===== src/rtl/jtag_scan_sequencer.sv =====
// rtl/jtag_scan_sequencer.sv - command-driven JTAG TAP scan sequencer
//
// Ports:
//   tck, trst           clock, synchronous active-high reset
//   cmd_valid/ready     command handshake; cmd_type, cmd_len, cmd_data latched on accept
//   tdo                 TAP serial output, sampled on every rising edge
//   tms, tdi            registered TAP pin drive
//   rsp_valid           one-cycle completion pulse with rsp_data / rsp_err
//   tap_state           mirror of the attached TAP controller state

module jtag_scan_sequencer #(
    parameter int DATA_W = 32,
    parameter int LEN_W  = 6
) (
    input  logic              tck,
    input  logic              trst,
    input  logic              cmd_valid,
    output logic              cmd_ready,
    input  logic [1:0]        cmd_type,
    input  logic [LEN_W-1:0]  cmd_len,
    input  logic [DATA_W-1:0] cmd_data,
    input  logic              tdo,
    output logic              tms,
    output logic              tdi,
    output logic              rsp_valid,
    output logic [DATA_W-1:0] rsp_data,
    output logic              rsp_err,
    output logic [3:0]        tap_state
);

    localparam logic [3:0] TAP_TLR      = 4'd0;
    localparam logic [3:0] TAP_RTI      = 4'd1;
    localparam logic [3:0] TAP_SEL_DR   = 4'd2;
    localparam logic [3:0] TAP_CAP_DR   = 4'd3;
    localparam logic [3:0] TAP_SHIFT_DR = 4'd4;
    localparam logic [3:0] TAP_EXIT1_DR = 4'd5;
    localparam logic [3:0] TAP_PAUSE_DR = 4'd6;
    localparam logic [3:0] TAP_EXIT2_DR = 4'd7;
    localparam logic [3:0] TAP_UPD_DR   = 4'd8;
    localparam logic [3:0] TAP_SEL_IR   = 4'd9;
    localparam logic [3:0] TAP_CAP_IR   = 4'd10;
    localparam logic [3:0] TAP_SHIFT_IR = 4'd11;
    localparam logic [3:0] TAP_EXIT1_IR = 4'd12;
    localparam logic [3:0] TAP_PAUSE_IR = 4'd13;
    localparam logic [3:0] TAP_EXIT2_IR = 4'd14;
    localparam logic [3:0] TAP_UPD_IR   = 4'd15;

    localparam logic [1:0] CMD_RESET = 2'b00;
    localparam logic [1:0] CMD_IR    = 2'b01;
    localparam logic [1:0] CMD_DR    = 2'b10;

    typedef enum logic [2:0] {
        ST_INIT,
        ST_IDLE,
        ST_PRE,
        ST_SHIFT,
        ST_POST,
        ST_RUN,
        ST_TRES
    } seq_e;

    seq_e              state;
    logic [LEN_W-1:0]  cnt;
    logic [LEN_W-1:0]  len_q;
    logic [DATA_W-1:0] sr;
    logic [DATA_W-1:0] cap;
    logic              is_ir;

    // IEEE 1149.1 TAP controller next-state function
    function automatic logic [3:0] tap_next(input logic [3:0] s, input logic m);
        case (s)
            TAP_TLR:      tap_next = m ? TAP_TLR      : TAP_RTI;
            TAP_RTI:      tap_next = m ? TAP_SEL_DR   : TAP_RTI;
            TAP_SEL_DR:   tap_next = m ? TAP_SEL_IR   : TAP_CAP_DR;
            TAP_CAP_DR:   tap_next = m ? TAP_EXIT1_DR : TAP_SHIFT_DR;
            TAP_SHIFT_DR: tap_next = m ? TAP_EXIT1_DR : TAP_SHIFT_DR;
            TAP_EXIT1_DR: tap_next = m ? TAP_UPD_DR   : TAP_PAUSE_DR;
            TAP_PAUSE_DR: tap_next = m ? TAP_EXIT2_DR : TAP_PAUSE_DR;
            TAP_EXIT2_DR: tap_next = m ? TAP_UPD_DR   : TAP_SHIFT_DR;
            TAP_UPD_DR:   tap_next = m ? TAP_SEL_DR   : TAP_RTI;
            TAP_SEL_IR:   tap_next = m ? TAP_TLR      : TAP_CAP_IR;
            TAP_CAP_IR:   tap_next = m ? TAP_EXIT1_IR : TAP_SHIFT_IR;
            TAP_SHIFT_IR: tap_next = m ? TAP_EXIT1_IR : TAP_SHIFT_IR;
            TAP_EXIT1_IR: tap_next = m ? TAP_UPD_IR   : TAP_PAUSE_IR;
            TAP_PAUSE_IR: tap_next = m ? TAP_EXIT2_IR : TAP_PAUSE_IR;
            TAP_EXIT2_IR: tap_next = m ? TAP_UPD_IR   : TAP_SHIFT_IR;
            TAP_UPD_IR:   tap_next = m ? TAP_SEL_DR   : TAP_RTI;
            default:      tap_next = TAP_TLR;
        endcase
    endfunction

    // tms/tdi hold the value for the coming cycle; cnt counts cycles of the
    // current phase already completed at the edge being processed.
    always_ff @(posedge tck) begin
        if (trst) begin
            state     <= ST_INIT;
            cnt       <= '0;
            len_q     <= '0;
            sr        <= '0;
            cap       <= '0;
            is_ir     <= 1'b0;
            tms       <= 1'b1;
            tdi       <= 1'b0;
            cmd_ready <= 1'b0;
            rsp_valid <= 1'b0;
            rsp_err   <= 1'b0;
            rsp_data  <= '0;
            tap_state <= TAP_TLR;
        end else begin
            tap_state <= tap_next(tap_state, tms);
            rsp_valid <= 1'b0;
            rsp_err   <= 1'b0;

            case (state)
                // five tms=1 cycles then one tms=0 lands in RTI from any state
                ST_INIT, ST_TRES: begin
                    if (cnt == LEN_W'(5)) begin
                        cnt       <= '0;
                        tms       <= 1'b0;
                        cmd_ready <= 1'b1;
                        state     <= ST_IDLE;
                        if (state == ST_TRES) begin
                            rsp_valid <= 1'b1;
                            rsp_data  <= '0;
                        end
                    end else begin
                        cnt <= cnt + LEN_W'(1);
                        tms <= (cnt < LEN_W'(4));
                    end
                end

                ST_IDLE: begin
                    tms <= 1'b0;
                    tdi <= 1'b0;
                    if (cmd_valid) begin
                        len_q <= cmd_len;
                        sr    <= cmd_data;
                        cap   <= '0;
                        cnt   <= '0;
                        is_ir <= (cmd_type == CMD_IR);
                        case (cmd_type)
                            CMD_RESET: begin
                                tms       <= 1'b1;
                                cmd_ready <= 1'b0;
                                state     <= ST_TRES;
                            end
                            CMD_IR, CMD_DR: begin
                                if ((cmd_len == '0) || (cmd_len > LEN_W'(DATA_W))) begin
                                    // rejected in place: no TMS activity, stay ready
                                    rsp_valid <= 1'b1;
                                    rsp_err   <= 1'b1;
                                    rsp_data  <= '0;
                                end else begin
                                    tms       <= 1'b1;
                                    cmd_ready <= 1'b0;
                                    state     <= ST_PRE;
                                end
                            end
                            default: begin
                                if (cmd_len == '0) begin
                                    rsp_valid <= 1'b1;
                                    rsp_data  <= '0;
                                end else begin
                                    cmd_ready <= 1'b0;
                                    state     <= ST_RUN;
                                end
                            end
                        endcase
                    end
                end

                // walk RTI -> Select-DR [-> Select-IR] -> Capture -> Shift
                ST_PRE: begin
                    if (cnt == (is_ir ? LEN_W'(3) : LEN_W'(2))) begin
                        cnt   <= '0;
                        tms   <= (len_q == LEN_W'(1));
                        tdi   <= sr[0];
                        sr    <= sr >> 1;
                        state <= ST_SHIFT;
                    end else begin
                        cnt <= cnt + LEN_W'(1);
                        tms <= is_ir && (cnt == '0);
                    end
                end

                ST_SHIFT: begin
                    cap <= cap | (DATA_W'(tdo) << cnt);
                    if (cnt + LEN_W'(1) == len_q) begin
                        cnt   <= '0;
                        tms   <= 1'b1;
                        tdi   <= 1'b0;
                        state <= ST_POST;
                    end else begin
                        cnt <= cnt + LEN_W'(1);
                        tms <= (cnt + LEN_W'(2) == len_q);
                        tdi <= sr[0];
                        sr  <= sr >> 1;
                    end
                end

                // Exit1 -> Update -> RTI
                ST_POST: begin
                    if (cnt == '0) begin
                        cnt <= LEN_W'(1);
                        tms <= 1'b0;
                    end else begin
                        cnt       <= '0;
                        cmd_ready <= 1'b1;
                        rsp_valid <= 1'b1;
                        rsp_data  <= cap;
                        state     <= ST_IDLE;
                    end
                end

                ST_RUN: begin
                    if (cnt + LEN_W'(1) == len_q) begin
                        cnt       <= '0;
                        cmd_ready <= 1'b1;
                        rsp_valid <= 1'b1;
                        rsp_data  <= '0;
                        state     <= ST_IDLE;
                    end else begin
                        cnt <= cnt + LEN_W'(1);
                    end
                end

                default: begin
                    cnt       <= '0;
                    tms       <= 1'b1;
                    tdi       <= 1'b0;
                    cmd_ready <= 1'b0;
                    state     <= ST_INIT;
                end
            endcase
        end
    end

endmodule


===== config.mk =====
export PLATFORM = sky130hd
export DESIGN_NAME = jtag_scan_sequencer
export DESIGN_NICKNAME = d
export VERILOG_FILES = /design/src/rtl/jtag_scan_sequencer.sv
export SDC_FILE = /design/constraint.sdc
export NUM_CORES = 1
export LEC_CHECK = 0
export CELL_PAD_IN_SITES_DETAIL_PLACEMENT = 0
export CELL_PAD_IN_SITES_GLOBAL_PLACEMENT = 1
export CORE_UTILIZATION = 45
export DETAILED_ROUTE_END_ITERATION = 7
export MAX_ROUTING_LAYER = met4
export PLACE_DENSITY = 0.82
export SLEW_MARGIN = 20
export SYNTH_ARGS = -nofsm -noshare
export SYNTH_HDL_FRONTEND = slang
export SYNTH_SLANG_ARGS = --single-unit
export TNS_END_PERCENT = 5

===== constraint.sdc =====
create_clock -name tck -period 5.5 [get_ports tck]
set_input_delay 0.55 -clock tck [delete_from_list [all_inputs] [get_ports tck]]
set_output_delay 0.55 -clock tck [all_outputs]
set_load 0.01 [all_outputs]

### Word level (Yosys, flattened, before mapping)

Cells that the tools add are included.

| cells by class | value |
|---|---|
| reduce and logical (&&, ||, !) cells | 27 |
| shifts and indexed selects | 1 |
| order comparisons | 2 |
| muxes and demuxes | 73 |
| eq/ne operators | 42 |
| bitwise logic cells | 7 |
| add/sub/neg operators | 2 |

Operators with widths:

| operator | number |
|---|---|
| 32-bit 2-to-1 mux | 11 |
| 32-bit case mux with 2 select lines | 2 |
| 32-bit case mux with 4 select lines | 1 |
| 32-bit case mux with 3 select lines | 1 |
| 4-bit case mux with 12 select lines | 1 |
| 4-bit equality test, second input constant | 8 |
| 32-bit OR | 1 |
| 1-bit by 6-bit left shift with 32-bit output | 1 |
| 3-bit 2-to-1 mux | 10 |
| 6-bit case mux with 5 select lines | 1 |
| 1-bit 2-to-1 mux | 26 |
| 6-bit 2-to-1 mux | 4 |
| 2-bit inequality test, second input constant | 10 |
| 3-bit case mux with 6 select lines | 1 |
| 4-bit by 3-bit equality test with 1-bit output, second input constant | 4 |
| 4-bit 2-to-1 mux | 4 |
| 6-bit equality test | 2 |
| 6-bit zero test | 2 |
| 2-bit OR reduction | 6 |
| 3-bit equality test, second input constant | 3 |
| 3-bit inequality test, second input constant | 3 |
| 9-bit AND reduction | 1 |
| 4-bit by 2-bit equality test with 1-bit output, second input constant | 2 |
| 2-bit AND reduction | 4 |
| 34 further kinds | 45 |

| storage, ports and cells | value |
|---|---|
| output and inout port bits | 41 |
| bits in registers | 121 |
| logic and storage cells | 167 |

### Logic depth before layout (Yosys ltp)

| depth | value |
|---|---|
| depth in word-level cells | 6 |
| depth in mapped cells | 10 |
| mapped depth without buffers | 8 |

### Least setup slack after synthesis

OpenSTA, ideal clock, no wires.

| path | value |
|---|---|
| path type | flip-flop to flip-flop |
| start | reg cnt[1] |
| end | reg sr[23] |
| stages on the path, launching flop included | 11 |
| path slack | 3157 ps |
| setup time | 116 ps |
| period minus slack after synthesis | 2343 ps |
| data required time | 5384 ps |
| arrival time | 2226 ps |
| buffers on the path | 2 |
| cell sequence | dfxtp_1 > clkbuf_1 > inv_1 > ha_1 > xor2_1 > nor2_1 > o2111ai_2 > nor3_4 > nor3_2 > buf_2 > o211a_1 |

| on the way | value |
|---|---|
| cells in the longest elaborated chain, start to end | 4 |

Ends and longest elaborated chain:

| item | line | RTL |
|---|---|---|
| start: declaration | 63 | `logic [LEN_W-1:0] cnt;` |
| start signal: assignment | 127 | `cnt <= cnt + LEN_W'(1);` |
| start signal: assignment | 181 | `cnt <= cnt + LEN_W'(1);` |
| start signal: assignment | 194 | `cnt <= cnt + LEN_W'(1);` |
| 6-bit by 1-bit adder with 6-bit output | 188 | `if (cnt + LEN_W'(1) == len_q) begin` |
| 6-bit equality test | 188 |  |
| 2-bit inequality test (no source line) | -- |  |
| 4-bit AND reduction (no source line) (*) | -- |  |
| end signal: assignment | 137 | `sr <= cmd_data;` |
| end signal: assignment | 178 | `sr <= sr >> 1;` |
| end signal: assignment | 197 | `sr <= sr >> 1;` |
| end: declaration | 65 | `logic [DATA_W-1:0] sr;` |

Every way passes the cells marked *; elsewhere a longest branch is shown, timed or not.
A chain may end at the register's enable or synchronous reset.

### Worst setup path after layout

| path | value |
|---|---|
| start | reg cnt[0] |
| end | reg sr[5] |

The elaborated chain is that of the path after synthesis.

==> flow_summary.json <==
{
  "drv_slew": 0,
  "first_pass_iters": 5,
  "dpl_cell_area_mm2": 0.00692,
  "final_layout_size_suffix_gt1_share_pct": 10.9,
  "drc": 0,
  "relSlewSlack_pct": 29.6,
  "antenna_cells": 0,
  "synthTopCellsByArea": "dfxtp_1 40%, nand2_1 6.4%, mux2i_1 5.9%",
  "syn_avg_cell_area_um2": 9.08,
  "cts-root-buf": "clkbuf_16",
  "p_leak_nw": 3.21,
  "cts_buffers": 17,
  "critPathRequiredTime_ps": 5800,
  "power_w": 0.00235,
  "fin_area_mm2": 0.00756,
  "timing.final.hold_violations": 0,
  "worstMarginPinSlew_ps": 1050,
  "core_area_mm2": 0.0132,
  "grtUsageTotal_pct": 22.0,
  "grt_pass1_vias": 4867,
  "syn_area_mm2": 0.00607,
  "fmaxAchievable_ghz": 0.296,
  "clkLatencyLatePin_ps": 420,
  "regToRegEndpoint": "sr[5]$_SDFFE_PP0P_",
  "min_to": "rsp_data[19]$_SDFFE_PP0P_",
  "worstSetupPathType": "register to register",
  "cts_sinks": 121,
  "rows": 42,
  "final-setup-viol-count": 0,
  "grt_pass1_wl_mm": 24.2,
  "synth_flop_cell": "dfxtp_1",
  "status": "finished clean",
  "synth_top_area_share_pct": 39.9,
  "grt_setup_unrepaired": "false",
  "vias_per_cell": 5.59,
  "hp-start": "cap[19]$_SDFFE_PP0P_",
  "r2r-start": "cnt[0]$_SDFFE_PP0N_",
  "hpwl_mm": 9.21,
  "ant_nets": 0,
  "async_flop_share_pct": 0,
  "synth-seq-area-share_pct": 39.9,
  "io_pins": 85,
  "ys_ff_latch": 121,
  "finalWeightedCongestion": 0.891,
  "worstPathArrival_ps": 3680,
  "cp-start-kind": "register",
  "vias": 5098,
  "hp-class": "register to register",
  "overflow": 0,
  "fin_skew_ps": 10.7,
  "clock_path_buffers": 2,
  "cts_tree": "yes",
  "cts_max_level": 4,
  "reg2reg_slack_ps": 2120,
  "syn_inst": 668,
  "grt_max_degree": 72,
  "area_delta_synth_final_pct": 24.7,
  "synth_area_leader_cell": "dfxtp_1",
  "start_util_pct": 46.0,
  "syn_nets": 719,
  "cts_setup_buffers": 0,
  "synth_edf_count": 0,
  "min_period_ps": 3380,
  "vdd_ir_drop_max_v": 0.000168,
  "synth_cell_types": 68,
  "synth_common_cells": "121 x dfxtp_1, 103 x nand2_1, 53 x nor2_1, 40 x clkbuf_1, 36 x mux2i_1",
  "max_cap_viol_count": 0,
  "dieArea_mm2": 0.0139,
  "r2r_cells": 9,
  "drtIter0Drc": 309,
  "worstHoldPathCells": 2,
  "antenna_found_initial": 0,
  "die_w_um": 118,
  "nFillCells": 1163,
  "wl_per_cell_um": 15.5,
  "timing.final.crit_share_pct": 61.5,
  "port_buffers": 84,
  "postCtsHoldBufs": 0,
  "path_clk_slew_ps": 60,
  "synth_most_common_cell": "dfxtp_1",
  "yosys_warnings": 0,
  "final_nets": 775,
  "endpoint_kind": "register",
  "routed_wl_mm": 14.2,
  "die_h_um": 118,
  "path_max_fanout": 31,
  "powerDensity_mw_per_mm2": 311,
  "setup_tns_ps": 0,
  "post_cts_resized": 0
}
==> critical path, cell delays in order (launching register included) <==
cell,delay [ps]
dfxtp_1,590
inv_1,200
ha_1,360
xor2_1,150
nor2_1,120
o2111ai_2,270
nor3_4,870
nor3_4,250
buf_8,240
o211a_1,210
==> flip-flops by register name (all words and copies together), names as in the netlist <==
register   flops
rsp_valid      1
len_q          6
state          3
rsp_err        1
cnt            6
sr            32
cap           32
tap_state      4
is_ir          1
tdi            1
cmd_ready      1
tms            1
rsp_data      32
==> cells by family after synthesis <==
kind of cell,Yosys count,share of synthesized area [%]
buf+inv,68,5.45
fa+ha+maj,7,1.44
xor+xnor,13,1.88
flops,121,39.9
compound gates,136,17.7
simple gates,255,21.7
mux,68,11.9
==> area by class of cell <==
type	instances	area, um2	share of cell area, %
Sequential cell	121	2420	32.0
Tap cell	176	220	2.91
Inverter	12	45.0	0.596
Multi-Input combinational cell	479	3320	44.0
Timing Repair Buffer	93	911	12.0
Clock inverter	12	198	2.61
Clock buffer	19	443	5.86
==> report_power, final <==
part	internal, W	switching [W]
combinational	0.000102	0.000112
sequential	0.000898	0.0000313
clock	0.000812	0.000397
==> placed cells by master (no fill, tap or decap), types with 14 or more instances in the layout <==
cell	count
a21oi_1	14
mux2i_1	36
mux2_2	19
dfxtp_1	121
nor2_1	53
or4_1	32
a22oi_1	32
clkdlybuf4s50_1	83
nand2_1	103
clkbuf_16	17
o211a_1	33
==> metal layers <==
layer	GRT usage (%)	up-vias	part of all wire, %
met2	33.1	122	46
met1	29.2	2414	49
met3	4.31	19	3.5
met5	-	-	0
met4	7.85	0	1.5
li1	-	2543	-
==> how the worst max path moves through the flow <==
stage | from | to | slack, ps | cells past startpoint
after global placement | cnt[0]$_SDFFE_PP0N_ | sr[6]$_SDFFE_PP0P_ | 2250 | 8
after CTS | cnt[2]$_SDFFE_PP0N_ | sr[5]$_SDFFE_PP0P_ | 2100 | 8
after global routing | cnt[2]$_SDFFE_PP0N_ | sr[5]$_SDFFE_PP0P_ | 1790 | 8
final | cnt[0]$_SDFFE_PP0N_ | sr[5]$_SDFFE_PP0P_ | 2120 | 9
after detailed placement | cnt[2]$_SDFFE_PP0N_ | sr[10]$_SDFFE_PP0P_ | 2110 | 8
after floorplan | cnt[1]$_SDFFE_PP0N_ | sr[23]$_SDFFE_PP0P_ | 3160 | 10
==> per-stage QoR <==
step | utilization [%] | setup slack (ps) | instances | hold slack [ps]
4_1_cts | 57.3 | 2100 | 912 | 460
3_5_place_dp | 52.5 | 2110 | 881 | 453
2_1_floorplan | - | 3160 | 668 | 432
5_1_grt | 57.3 | 1790 | 912 | 477
3_3_place_gp | 52.4 | 2250 | 880 | 439
6_report | 57.3 | 2120 | 912 | 450
(Power assumes the default switching activity.)
